===== config.mk =====
export PLATFORM = sky130hd
export DESIGN_NAME = frame_scheduler
export DESIGN_NICKNAME = d
export VERILOG_FILES = /design/src/rtl/frame_scheduler.sv
export SDC_FILE = /design/constraint.sdc
export NUM_CORES = 1
export LEC_CHECK = 0
export BUFFER_PORTS_ARGS = -buffer_cell sky130_fd_sc_hd__buf_4
export CORE_MARGIN = 1
export CORE_UTILIZATION = 58
export CTS_BUF_LIST = sky130_fd_sc_hd__clkbuf_4
export DETAILED_ROUTE_END_ITERATION = 6
export PLACE_DENSITY = 0.84
export SETUP_SLACK_MARGIN = 0.05
export SLEW_MARGIN = 20
export SYNTH_ARGS = -nofsm -noshare
export SYNTH_HDL_FRONTEND = slang
export SYNTH_SLANG_ARGS = --single-unit

===== constraint.sdc =====
create_clock -name clk -period 2.45 [get_ports clk]
set_input_delay 0.1225 -clock clk [delete_from_list [all_inputs] [get_ports clk]]
set_output_delay 0.1225 -clock clk [all_outputs]
set_load 0.01 [all_outputs]

===== src/rtl/frame_scheduler.sv =====
// -----------------------------------------------------------------------------
// frame_scheduler
//
// Decides when the LED string drivers may start shifting a frame, in the
// 20 MHz pixel clock domain. A frame starts only when all of these hold:
//   - the pixel FIFO holds at least one complete frame,
//   - the previous frame has drained from the line,
//   - the WS2812 latch gap has elapsed,
//   - the optional frame-period pacing timer has expired.
// The block also returns frame and late-frame counters to the register file.
//
// All outputs are registered. frame_start is high during the START state,
// which is the cycle after the WAIT_DATA start condition is seen. The frame
// counter, the period timer and late_armed are updated on the edge that
// enters START, so that frame_start and the reloaded period timer appear
// together. This gives a frame_start spacing of exactly frame_period cycles.
//
// Ports:
//   clk              20 MHz pixel clock; the block's only clock
//   reset            asynchronous, active-high
//   enable           level; the scheduler runs while high
//   frame_period     minimum cycles between frame_start pulses (0 = unpaced)
//   fifo_full_count  words available in the pixel FIFO
//   string_active    high while the string drivers shift a frame
//   frame_start      one-cycle pulse to the string drivers' h_blank_in
//   busy             high in any state other than IDLE
//   frame_count      frames started; wraps
//   late_count       frames whose period expired before data; saturates
//   start_err        one-cycle pulse when string_active failed to rise
//   state            current state encoding, for debug readback
// -----------------------------------------------------------------------------
module frame_scheduler #(
    parameter int FIFO_ADDR_WIDTH = 12,
    parameter int FRAME_WORDS     = 24,
    parameter int LATCH_CYCLES    = 1200,
    parameter int START_TIMEOUT   = 16,   // must be >= 2
    parameter int PERIOD_WIDTH    = 20
) (
    input  logic                     clk,
    input  logic                     reset,
    input  logic                     enable,
    input  logic [PERIOD_WIDTH-1:0]  frame_period,
    input  logic [FIFO_ADDR_WIDTH:0] fifo_full_count,
    input  logic                     string_active,
    output logic                     frame_start,
    output logic                     busy,
    output logic [15:0]              frame_count,
    output logic [15:0]              late_count,
    output logic                     start_err,
    output logic [2:0]               state
);

    localparam int CNT_W   = FIFO_ADDR_WIDTH + 1;
    localparam int LATCH_W = $clog2(LATCH_CYCLES + 1);
    localparam int TO_W    = $clog2(START_TIMEOUT + 1);

    localparam logic [CNT_W-1:0]   FRAME_WORDS_C = CNT_W'(FRAME_WORDS);
    localparam logic [LATCH_W-1:0] LATCH_LOAD_C  = LATCH_W'(LATCH_CYCLES - 1);
    // The START cycle is the first cycle of the timeout window, so the
    // ACTIVE phase-A counter gives up after START_TIMEOUT-1 cycles.
    localparam logic [TO_W-1:0]    TO_LAST_C     = TO_W'(START_TIMEOUT - 2);

    typedef enum logic [2:0] {
        ST_IDLE      = 3'd0,
        ST_WAIT_DATA = 3'd1,
        ST_START     = 3'd2,
        ST_ACTIVE    = 3'd3,
        ST_LATCH     = 3'd4
    } state_t;

    state_t                  state_r;
    state_t                  next_state_s;
    logic [PERIOD_WIDTH-1:0] period_timer_r;
    logic [LATCH_W-1:0]      latch_cnt_r;
    logic [TO_W-1:0]         to_cnt_r;
    logic                    rise_seen_r;
    logic                    late_armed_r;
    logic                    frame_start_r;
    logic                    busy_r;
    logic                    start_err_r;
    logic [15:0]             frame_count_r;
    logic [15:0]             late_count_r;

    logic data_ready_s;
    logic period_done_s;
    logic latch_done_s;
    logic timeout_s;
    logic timeout_fire_s;
    logic late_hit_s;

    assign data_ready_s  = (fifo_full_count >= FRAME_WORDS_C);
    assign period_done_s = (period_timer_r == {PERIOD_WIDTH{1'b0}});
    assign latch_done_s  = (latch_cnt_r == {LATCH_W{1'b0}});
    assign timeout_s     = (to_cnt_r == TO_LAST_C);

    // A late frame: the period expired while data is still short. Counted
    // once per frame; suppressed after IDLE (late_armed preset) and when
    // pacing is off.
    assign late_hit_s = (state_r == ST_WAIT_DATA) && enable && period_done_s &&
                        !data_ready_s && !late_armed_r &&
                        (frame_period != {PERIOD_WIDTH{1'b0}});

    // Next-state decode and timeout detection.
    always_comb begin
        next_state_s   = state_r;
        timeout_fire_s = 1'b0;
        case (state_r)
            ST_IDLE: begin
                if (enable) begin
                    next_state_s = ST_WAIT_DATA;
                end else begin
                    next_state_s = ST_IDLE;
                end
            end
            ST_WAIT_DATA: begin
                if (!enable) begin
                    next_state_s = ST_IDLE;
                end else if (data_ready_s && period_done_s) begin
                    next_state_s = ST_START;
                end else begin
                    next_state_s = ST_WAIT_DATA;
                end
            end
            ST_START: begin
                next_state_s = ST_ACTIVE;
            end
            ST_ACTIVE: begin
                if (!rise_seen_r) begin
                    // Phase A: waiting for the drivers to pick up the frame.
                    if (string_active) begin
                        next_state_s = ST_ACTIVE;
                    end else if (timeout_s) begin
                        next_state_s   = ST_LATCH;
                        timeout_fire_s = 1'b1;
                    end else begin
                        next_state_s = ST_ACTIVE;
                    end
                end else begin
                    // Phase B: waiting for the frame to drain; no timeout.
                    if (!string_active) begin
                        next_state_s = ST_LATCH;
                    end else begin
                        next_state_s = ST_ACTIVE;
                    end
                end
            end
            ST_LATCH: begin
                if (!latch_done_s) begin
                    next_state_s = ST_LATCH;
                end else if (enable) begin
                    next_state_s = ST_WAIT_DATA;
                end else begin
                    next_state_s = ST_IDLE;
                end
            end
            default: begin
                next_state_s = ST_IDLE;
            end
        endcase
    end

    // State register.
    always_ff @(posedge clk or posedge reset) begin
        if (reset) begin
            state_r <= ST_IDLE;
        end else begin
            state_r <= next_state_s;
        end
    end

    // Registered status outputs, decoded from the next state.
    always_ff @(posedge clk or posedge reset) begin
        if (reset) begin
            frame_start_r <= 1'b0;
            busy_r        <= 1'b0;
            start_err_r   <= 1'b0;
        end else begin
            frame_start_r <= (next_state_s == ST_START);
            busy_r        <= (next_state_s != ST_IDLE);
            start_err_r   <= timeout_fire_s;
        end
    end

    // Frame counter (wraps) and late counter (saturates).
    always_ff @(posedge clk or posedge reset) begin
        if (reset) begin
            frame_count_r <= 16'd0;
            late_count_r  <= 16'd0;
        end else begin
            if (next_state_s == ST_START) begin
                frame_count_r <= frame_count_r + 16'd1;
            end
            if (late_hit_s && (late_count_r != 16'hFFFF)) begin
                late_count_r <= late_count_r + 16'd1;
            end
        end
    end

    // late_armed: preset in IDLE so the first frame is never late, cleared at
    // each START, set once a late frame has been counted.
    always_ff @(posedge clk or posedge reset) begin
        if (reset) begin
            late_armed_r <= 1'b1;
        end else if (state_r == ST_IDLE) begin
            late_armed_r <= 1'b1;
        end else if (next_state_s == ST_START) begin
            late_armed_r <= 1'b0;
        end else if (late_hit_s) begin
            late_armed_r <= 1'b1;
        end
    end

    // Period timer: loaded on entry to START, held at 0 in IDLE, otherwise
    // counts down to 0 and saturates there.
    always_ff @(posedge clk or posedge reset) begin
        if (reset) begin
            period_timer_r <= {PERIOD_WIDTH{1'b0}};
        end else if (next_state_s == ST_START) begin
            if (frame_period == {PERIOD_WIDTH{1'b0}}) begin
                period_timer_r <= {PERIOD_WIDTH{1'b0}};
            end else begin
                period_timer_r <= frame_period - PERIOD_WIDTH'(1);
            end
        end else if (state_r == ST_IDLE) begin
            period_timer_r <= {PERIOD_WIDTH{1'b0}};
        end else if (!period_done_s) begin
            period_timer_r <= period_timer_r - PERIOD_WIDTH'(1);
        end
    end

    // Latch-gap counter: loaded on entry to LATCH, counts down to 0.
    always_ff @(posedge clk or posedge reset) begin
        if (reset) begin
            latch_cnt_r <= {LATCH_W{1'b0}};
        end else if ((next_state_s == ST_LATCH) && (state_r != ST_LATCH)) begin
            latch_cnt_r <= LATCH_LOAD_C;
        end else if ((state_r == ST_LATCH) && !latch_done_s) begin
            latch_cnt_r <= latch_cnt_r - LATCH_W'(1);
        end
    end

    // ACTIVE phase tracking: rise_seen marks phase B, to_cnt times phase A.
    always_ff @(posedge clk or posedge reset) begin
        if (reset) begin
            to_cnt_r    <= {TO_W{1'b0}};
            rise_seen_r <= 1'b0;
        end else if ((next_state_s == ST_ACTIVE) && (state_r != ST_ACTIVE)) begin
            to_cnt_r    <= {TO_W{1'b0}};
            rise_seen_r <= 1'b0;
        end else if ((state_r == ST_ACTIVE) && !rise_seen_r) begin
            if (string_active) begin
                rise_seen_r <= 1'b1;
            end else if (!timeout_s) begin
                to_cnt_r <= to_cnt_r + TO_W'(1);
            end
        end
    end

    assign frame_start = frame_start_r;
    assign busy        = busy_r;
    assign start_err   = start_err_r;
    assign frame_count = frame_count_r;
    assign late_count  = late_count_r;
    assign state       = state_r;

endmodule


# Word-level counts from Yosys, hierarchy flattened
# Cells that the tools add are included.
# totals
inputBits	37
output_inout_bits	38
reg_bits	76
# op_classes
n_eq_ne	14
n_mux	29
magnitude_cmp	1
n_reduce_logical	27
add_sub_neg	6
# ops
op	n
two-way mux 20 bit	4
zero test 20 bit	2
subtractor 20 x 1 -> 20 bit (second input constant)	2
adder 16 x 1 -> 16 bit (second input constant)	2
two-way mux 11 bit	2
two-way mux 5 bit	4
nonzero test 20 bit	1
!= test 16 bit (second input constant)	1
two-way mux 3 bit	5
one-hot mux 3 bit (5 select lines)	1
>= comparator 13 x 5 -> 1 bit (second input constant)	1
equality test 3 x 2 -> 1 bit (second input constant)	4
logical AND 1 bit	11
zero test 11 bit	1
two-way mux 1 bit	11
subtractor 11 x 1 -> 11 bit (second input constant)	1
equality test 3 bit (second input constant)	2
nonzero test 2 bit	3
nonzero test 3 bit	2
adder 5 x 1 -> 5 bit (second input constant)	1
equality test 5 x 4 -> 1 bit (second input constant)	1
zero test 1 bit	4
two-way mux 2 bit	2
!= test 2 x 1 -> 1 bit (second input constant)	2
other kinds (7)	7

# Depth between registers and ports, before layout
# Gate-level depths: netlist (run 1).
# depth
ltp_word	9
mapped_depth	8
depth_no_buf	7

# Worst setup path after synthesis (run 1)
# OpenSTA, ideal clock, no wires.
# synth_timing
kind	reg2reg
from	register period_timer_r[2]
to	register period_timer_r[2]
path_buffers	1
path_slack_ns	0.228
arrival_ns	2.101
stages_incl_launch_ff	7
required_time_ns	2.329
path_cell_list	dfrtp_1 -> or4_4 -> nor4_4 -> a31oi_2 -> clkbuf_1 -> a22oi_1 -> nor2_1
# synth_via
elab_chain_cells	7
word_cells_on_any_way	11
# synth_lines
item	line_no	text
start, declared	73	logic [PERIOD_WIDTH-1:0] period_timer_r;
start signal, assigned	217	period_timer_r <= {PERIOD_WIDTH{1'b0}};
start signal, assigned	220	period_timer_r <= {PERIOD_WIDTH{1'b0}};
start signal, assigned	222	period_timer_r <= frame_period - PERIOD_WIDTH'(1);
zero test 20 bit	92	assign period_done_s = (period_timer_r == {PERIOD_WIDTH{1'b0}});
logical AND 1 bit	118	end else if (data_ready_s && period_done_s) begin
two-way mux 2 bit	118	
two-way mux 2 bit	116	if (!enable) begin
one-hot mux 3 bit (5 select lines)	107	case (state_r)
equality test 3 x 2 -> 1 bit	218	end else if (next_state_s == ST_START) begin
!= test 3 x 1 -> 1 bit (no source line) or two-way mux 20 bit (tied branches)	-	
# Several ways; a longest one is shown, not always the timed one. The select of a mux whose other input is x is not followed.
# A chain may end at the register's enable or synchronous reset.

# Final worst setup path (run 1)
# layout_timing
from	register period_timer_r[2]
to	register late_count_r[1] (netlist: late_count[1])
# layout_via
elab_chain_cells	6
# layout_lines
item	line_no	text
zero test 20 bit	92	
logical AND 1 bit (2 in series)	99	assign late_hit_s = (state_r == ST_WAIT_DATA) && enable && period_done_s &&
logical AND 1 bit (2 in series)	100	!data_ready_s && !late_armed_r &&
logical AND 1 bit	193	if (late_hit_s && (late_count_r != 16'hFFFF)) begin
end signal, assigned	194	late_count_r <= late_count_r + 16'd1;
end, declared	82	logic [15:0] late_count_r;
# No other way between the ends.

==> results of run 1 <==
metal layers:
layer | global-route usage | part of all wire | vias up
li1 | - | - | 1816
met1 | 0.342 | 0.43 | 1828
met2 | 0.481 | 0.51 | 100
met3 | 0.0550 | 0.041 | 17
met4 | 0.0968 | 0.019 | 0
met5 | 0 | 0 | -
cell usage in the layout, fill, tap and decap left out, types with 9 or more instances in the layout:
master,Yosys,layout
nand3_1,33,33
xor2_1,18,18
nand2_1,29,29
clkbuf_4,0,9
xnor2_1,49,49
buf_4,2,89
nor4_1,14,14
inv_1,12,11
ha_1,9,9
dfrtp_1,75,74
a21oi_1,9,9
o21ai_0,12,12
nor3_1,16,16
nor2_1,50,50
and3_1,12,12
a22oi_1,11,11
nand4_1,12,12
sequential cells by signal (all words and copies together), names as in the netlist:
register and flops:
frame_count 16, period_timer_r 20, frame_start 1, late_count 16, state 3, latch_cnt_r 11
start_err 1, late_armed_r 1, rise_seen_r 1, to_cnt_r 5, busy 1
worst max path at each step:
stage,end,slack (ns),start,depth (start not counted)
2_1_floorplan,period_timer_r[2],0.23,period_timer_r[2],6
3_3_place_gp,period_timer_r[0],0.21,frame_period[0],9
3_5_place_dp,latch_cnt_r[3],0.19,latch_cnt_r[0],8
4_1_cts,late_count[1],0.14,period_timer_r[2],6
5_1_grt,late_count[1],0.06,period_timer_r[2],6
6_report,late_count[1],0.16,period_timer_r[2],6
logic make-up after synthesis:
group	after synthesis
fa+ha+maj	9
mux	3
simple gates	216
flops	76
buf+inv	23
xor+xnor	67
compound gates	57
worst max-delay path, stage by stage, from the launching register on:
cell and delay [ns]:
dfrtp_2 0.47, or4_4 0.59, nor4_4 0.21, buf_4 0.20
o211a_4 0.24, nand2_1 0.12, mux2_1 0.33
final cells by class:
cell class                 count  area [um2]  share of cell area
tap                           99         124              0.0233
inverter                      12        45.0             0.00848
multi-input combinational    352        2350               0.443
sequential                    76        1900               0.359
clock buffer                   9        67.6              0.0127
clock inverter                 7        97.6              0.0184
timing repair buffer          93         718               0.135
power groups by stage:
stage | Sequential, mW | Clock, mW | Combinational (mW)
3_3_place_gp | 1.28 | 0 | 0.117
6_report | 1.25 | 0.897 | 0.123
2_1_floorplan | 1.28 | 0 | 0.0464
3_5_place_dp | 1.28 | 0 | 0.120
4_1_cts | 1.25 | 0.916 | 0.125
5_1_grt | 1.25 | 0.977 | 0.136
timing repair:
item	4_1_cts	5_1_grt
hold endpoints to repair	31	0
setup endpoints to repair	0	2
resized for setup	0	2
hold buffers	3	0
stage by stage:
| step | cell area, um2 | instances |
|---|---|---|
| finish | 5310 | 648 |
| global route | 5310 | 648 |
| CTS | 5300 | 648 |
| detailed placement | 5100 | 629 |
| global placement | 5100 | 629 |
| floorplan | 4340 | 451 |
==> results.tsv, run 1 <==
metric	value	unit
run_status	complete, no violations	
vias_per_cell	5.80	
ys_seq_area_frac	0.438	
initial_core_util	0.599	
yosys.area.top_type	dfrtp_1	
internal_power	1.73	mW
routedWlPerCell	15.5	um
grtUsageTotal	0.276	
synth_common_cells	dfrtp_1 (75), nor2_1 (50), xnor2_1 (49), nand3_1 (33), nand2_1 (29)	
synth_top_family_by_area	simple AND/OR/NAND/NOR gates	
muxShareOfSynthArea	0.00749	
p_sw	0.541	mW
grt_pass1_vias	3525	
finalHoldViolations	0	
start_kind	flop	
p_leak	2.34	nW
synth-edff-count	0	
hpwl	7360	um
pwr-share-clk	0.394	
synth_area_leaders	dfrtp_1 (43%), xnor2_1 (9.9%), nor2_1 (4.3%)	
drive_above_1_share	0.230	
cp-end-kind	flop	
clkTransAtPathRegs	0.14	ns
fillCellCount	527	
p_comb_frac	0.054	
clock-root-buffer	clkbuf_4	
cts_setup_buffers	0	
finalWirelength	10100	um
critical_path_class	reg2reg	
setup_tns	0	ns
async_flop_share	1.00	
die_w	88.5	um
grt_pass1_wl	16500	um
ys.flop_type	dfrtp_1	
routabilityCongestion	0.838	
synth_cells	451	
p_seq_frac	0.551	
fin_crit	2.29	ns
power_per_cell_area	428	nW/um2
synth-simple-area-share	0.277	
fp-row-count	31	
yosysTopAreaCellShare	0.432	
synth_compound_area_frac	0.0948	
r2r-end	late_count[1]	
final_core_util	0.732	
yosysMostFrequentCell	dfrtp_1	
synth.distinct_cells	60	
ys_warn_count	0	
synth-adder-area-share	0.0259	
dp_slack	0.192	ns
max_cap_viol_count	0	
crit_arrival	2.61	ns
coreArea	7250	um2
fin_hold_ws	0.0321	ns
grt_max_degree	47	
drt-initial-drc-count	166	
slew_viol_final	0	
place.port_buffers	71	
avgSynthCellArea	9.63	um2
syn-num-nets	497	
route.detailed.drc	0	
hp-start	frame_period[19]	
final.setup_skew	0.0181	ns
clock_path_buffers	2	
boundaryPins	75	
post-route-period-util	0.933	
ant_nets	0	
antenna_cells	0	
rsz0062_at_grt	no	
power	2.27	mW
design.die.area	7840	um2
tritoncts	built	
slew_headroom	0.544	
via_count	3761	
grt_antenna_before_repair	0	
cts-htree-levels	3	
clock-sinks	76	
hold_end	period_timer_r[19]	
grt_remaining_overflow	0	
crit_path_max_fanout	11	
die_y	88.5	um
dr.pass1.iters	4	
whs_path_depth	4	
r2r_cells	6	
clkLatencyLatePin	0.44	ns
rr_startpoint	period_timer_r[2]	
postLayoutSetupSlackWorst	0.164	ns
cts_buffers	9	
netSwitchingFraction	0.238	
worstMarginPinSlew	0.679	ns
ys_ff_latch	76	
crit_required	2.78	ns
synth_xor_area_frac	0.135	
setup_viol	0	
hp-class	in2reg	
ir_drop	0.316	mV
r2r_slack	0.16	ns
synth_area	4340	um2
syn2layout_area_growth	22.2	%
fmax	0.437	GHz
fin_nets	590	
(Power assumes the default switching activity.)
==> run 2, diff against run 1 <==
--- a/config.mk
+++ b/config.mk
@@ -10,6 +10,7 @@
 export CORE_UTILIZATION = 58
 export CTS_BUF_LIST = sky130_fd_sc_hd__clkbuf_4
 export DETAILED_ROUTE_END_ITERATION = 6
+export GPL_TIMING_DRIVEN = 0
 export PLACE_DENSITY = 0.84
 export SETUP_SLACK_MARGIN = 0.05
 export SLEW_MARGIN = 20
==> run 2 against run 1 <==
Net effect: sequential cell count unchanged; clock-buffer cell count up 1; non-clock buffer count down 1; setup slack worse by 0.024 ns; utilization up 0.069 points; critical path depth up 1; register-to-register slack worse by 0.02 ns; combinational power about the same; clock skew up 0.011 ns; routed wire length up 2.9%; global-route usage down 0.18 points; total power down 5.4%; highest routed layer unchanged.
==> results.tsv, run 2 (synthesized netlist as in run 1, its figures left out) <==
metric	value	unit	change
crit_chain	or4_4 -> nor4_4 -> buf_4 -> nand2_2 -> nor3_4 -> buf_4 -> nor2_1		
power	2.15	mW	-5.4%
final.setup_skew	0.0289	ns	+0.0108 ns
drt-initial-drc-count	192		+16%
grt_pass1_wl	16500	um	+0.21%
cts-htree-levels	3		unchanged
clkTransAtPathRegs	0.14	ns	about the same
fin_nets	589		-0.17%
post-route-period-util	0.943		+0.00962
run_status	complete, no violations		
cts_buffers	9		unchanged
worst-path-stages	7		+1
clock_path_buffers	2		unchanged
clock-root-buffer	clkbuf_4		
pwr-share-clk	0.360		-0.034
p_seq_frac	0.583		+0.032
die_w	88.5	um	unchanged
drive_above_1_share	0.232		+0.00267
fin_crit	2.31	ns	+0.0236 ns
r2r-end	period_timer_r[5]		
boundaryPins	75		unchanged
dr.pass1.iters	5		+1
grt_antenna_before_repair	0		unchanged
worstMarginPinSlew	0.870	ns	+0.192 ns
hold_end	period_timer_r[14]		
netSwitchingFraction	0.244		+0.00574
path_common_cell	buf_4		
crit_path_max_fanout	10		-1
design.die.area	7840	um2	unchanged
ant_nets	0		unchanged
initial_core_util	0.599		unchanged
max_cap_viol_count	0		unchanged
setup_viol	0		unchanged
antenna_cells	0		unchanged
whs_path_depth	4		unchanged
crit_buf_inv	2		+1
place.port_buffers	71		unchanged
slowest_stage	or4_4		
critical_path_class	reg2reg		
setup_tns	0	ns	unchanged
crit_required	2.77	ns	about the same
ir_drop	0.314	mV	-0.56%
slew_viol_final	0		unchanged
internal_power	1.63	mW	-6.1%
final_common_cell	buf_4		
cp-end-kind	flop		
fmax	0.433	GHz	-1.0%
grt_pass1_vias	3477		-1.4%
slew_headroom	0.415		-0.129
final_cell_mix	buf_4 (83), dfrtp_1 (74), nor2_1 (50), xnor2_1 (49), nand3_1 (32)		
fillCellCount	534		+1.3%
crit_family	simple AND/OR/NAND/NOR gates		
crit_path_max_incr_delay	0.60	ns	about the same
crit_arrival	2.63	ns	+0.02 ns
fp-row-count	31		unchanged
largest_register_ffs	20		unchanged
final_core_util	0.733		about the same
route.detailed.drc	0		unchanged
coreArea	7250	um2	unchanged
syn2layout_area_growth	22.4	%	about the same
hp-start	frame_period[14]		
tritoncts	built		
via_count	3817		+1.5%
power_per_cell_area	405	nW/um2	-5.5%
die_y	88.5	um	unchanged
finalWirelength	10300	um	+2.9%
r2r_slack	0.14	ns	-0.02 ns
routedWlPerCell	16.0	um	+3.2%
p_sw	0.524	mW	-3.1%
rsz0062_at_grt	no		
clkLatencyLatePin	0.44	ns	about the same
clock-sinks	76		unchanged
top_register	period_timer_r		
rr_startpoint	period_timer_r[2]		
grt_remaining_overflow	0		unchanged
r2r_cells	7		+1
p_comb_frac	0.057		+0.003
hpwl	7070	um	-3.9%
fin_hold_ws	0.0182	ns	-0.0139 ns
vias_per_cell	5.91		+1.8%
hp-class	in2reg		
p_leak	2.33	nW	-0.25%
start_kind	flop		
grtUsageTotal	0.274		-0.00182
routabilityCongestion	0.847		+0.99%
finalHoldViolations	0		unchanged
grt_max_degree	45		-4.3%
run 2: how the worst max path moves through the flow:
stage / from / end / slack (ns)
detailed placement: frame_period[0] / period_timer_r[6] / -0.25
CTS: latch_cnt_r[0] / latch_cnt_r[7] / 0.07
global placement: reset / frame_count[8] / -0.53
global route: latch_cnt_r[0] / latch_cnt_r[7] / 0.04
floorplan: period_timer_r[2] / period_timer_r[2] / 0.23
finish: period_timer_r[2] / period_timer_r[5] / 0.14
run 2: tightest hold or removal path, cell delays in order:
cell     delay (ns)
buf_4          0.11
xnor2_1        0.07
nand2_1        0.06
a21oi_1        0.05
run 2: timing repair:
item                       4_1_cts  5_1_grt
pin swaps                        2        3
hold buffers                     2        0
buffers inserted                 2        6
setup endpoints to repair       39       48
hold endpoints to repair        33        0
resized for setup                5       16
run 2: power by group through the flow:
stage	Combinational [mW]	Sequential (mW)	Clock, mW
CTS	0.123	1.25	0.771
detailed placement	0.120	1.28	0
global placement	0.110	1.28	0
floorplan	0.0464	1.28	0
global route	0.136	1.25	0.832
finish	0.123	1.25	0.774
run 2: routing by layer:
| metal | up-vias | routed length, um | track usage |
|---|---|---|---|
| met2 | 123 | 5390 | 0.479 |
| met1 | 1867 | 4290 | 0.349 |
| met5 | - | 0 | 0 |
| li1 | 1807 | - | - |
| met3 | 20 | 514 | 0.0606 |
| met4 | 0 | 151 | 0.0630 |
run 2: area by class of cell:
type / count / area (um2) / share of cell area
Tap cell: 99 / 124 / 0.0233
Sequential cell: 76 / 1900 / 0.358
Buffer: 10 / 56.3 / 0.0106
Clock buffer: 10 / 75.1 / 0.0141
Inverter: 12 / 47.5 / 0.00895
Timing Repair Buffer: 82 / 641 / 0.121
Clock inverter: 5 / 53.8 / 0.0101
Multi-Input combinational cell: 352 / 2410 / 0.454
run 2: metrics by stage:
stage / instance area (um2) / instances / worst slack (ns)
floorplan: 4340 / 451 / 0.228
finish: 5310 / 646 / 0.141
detailed placement: 5030 / 622 / -0.249
global route: 5310 / 646 / 0.0450
CTS: 5220 / 641 / 0.0687
global placement: 5000 / 621 / -0.526
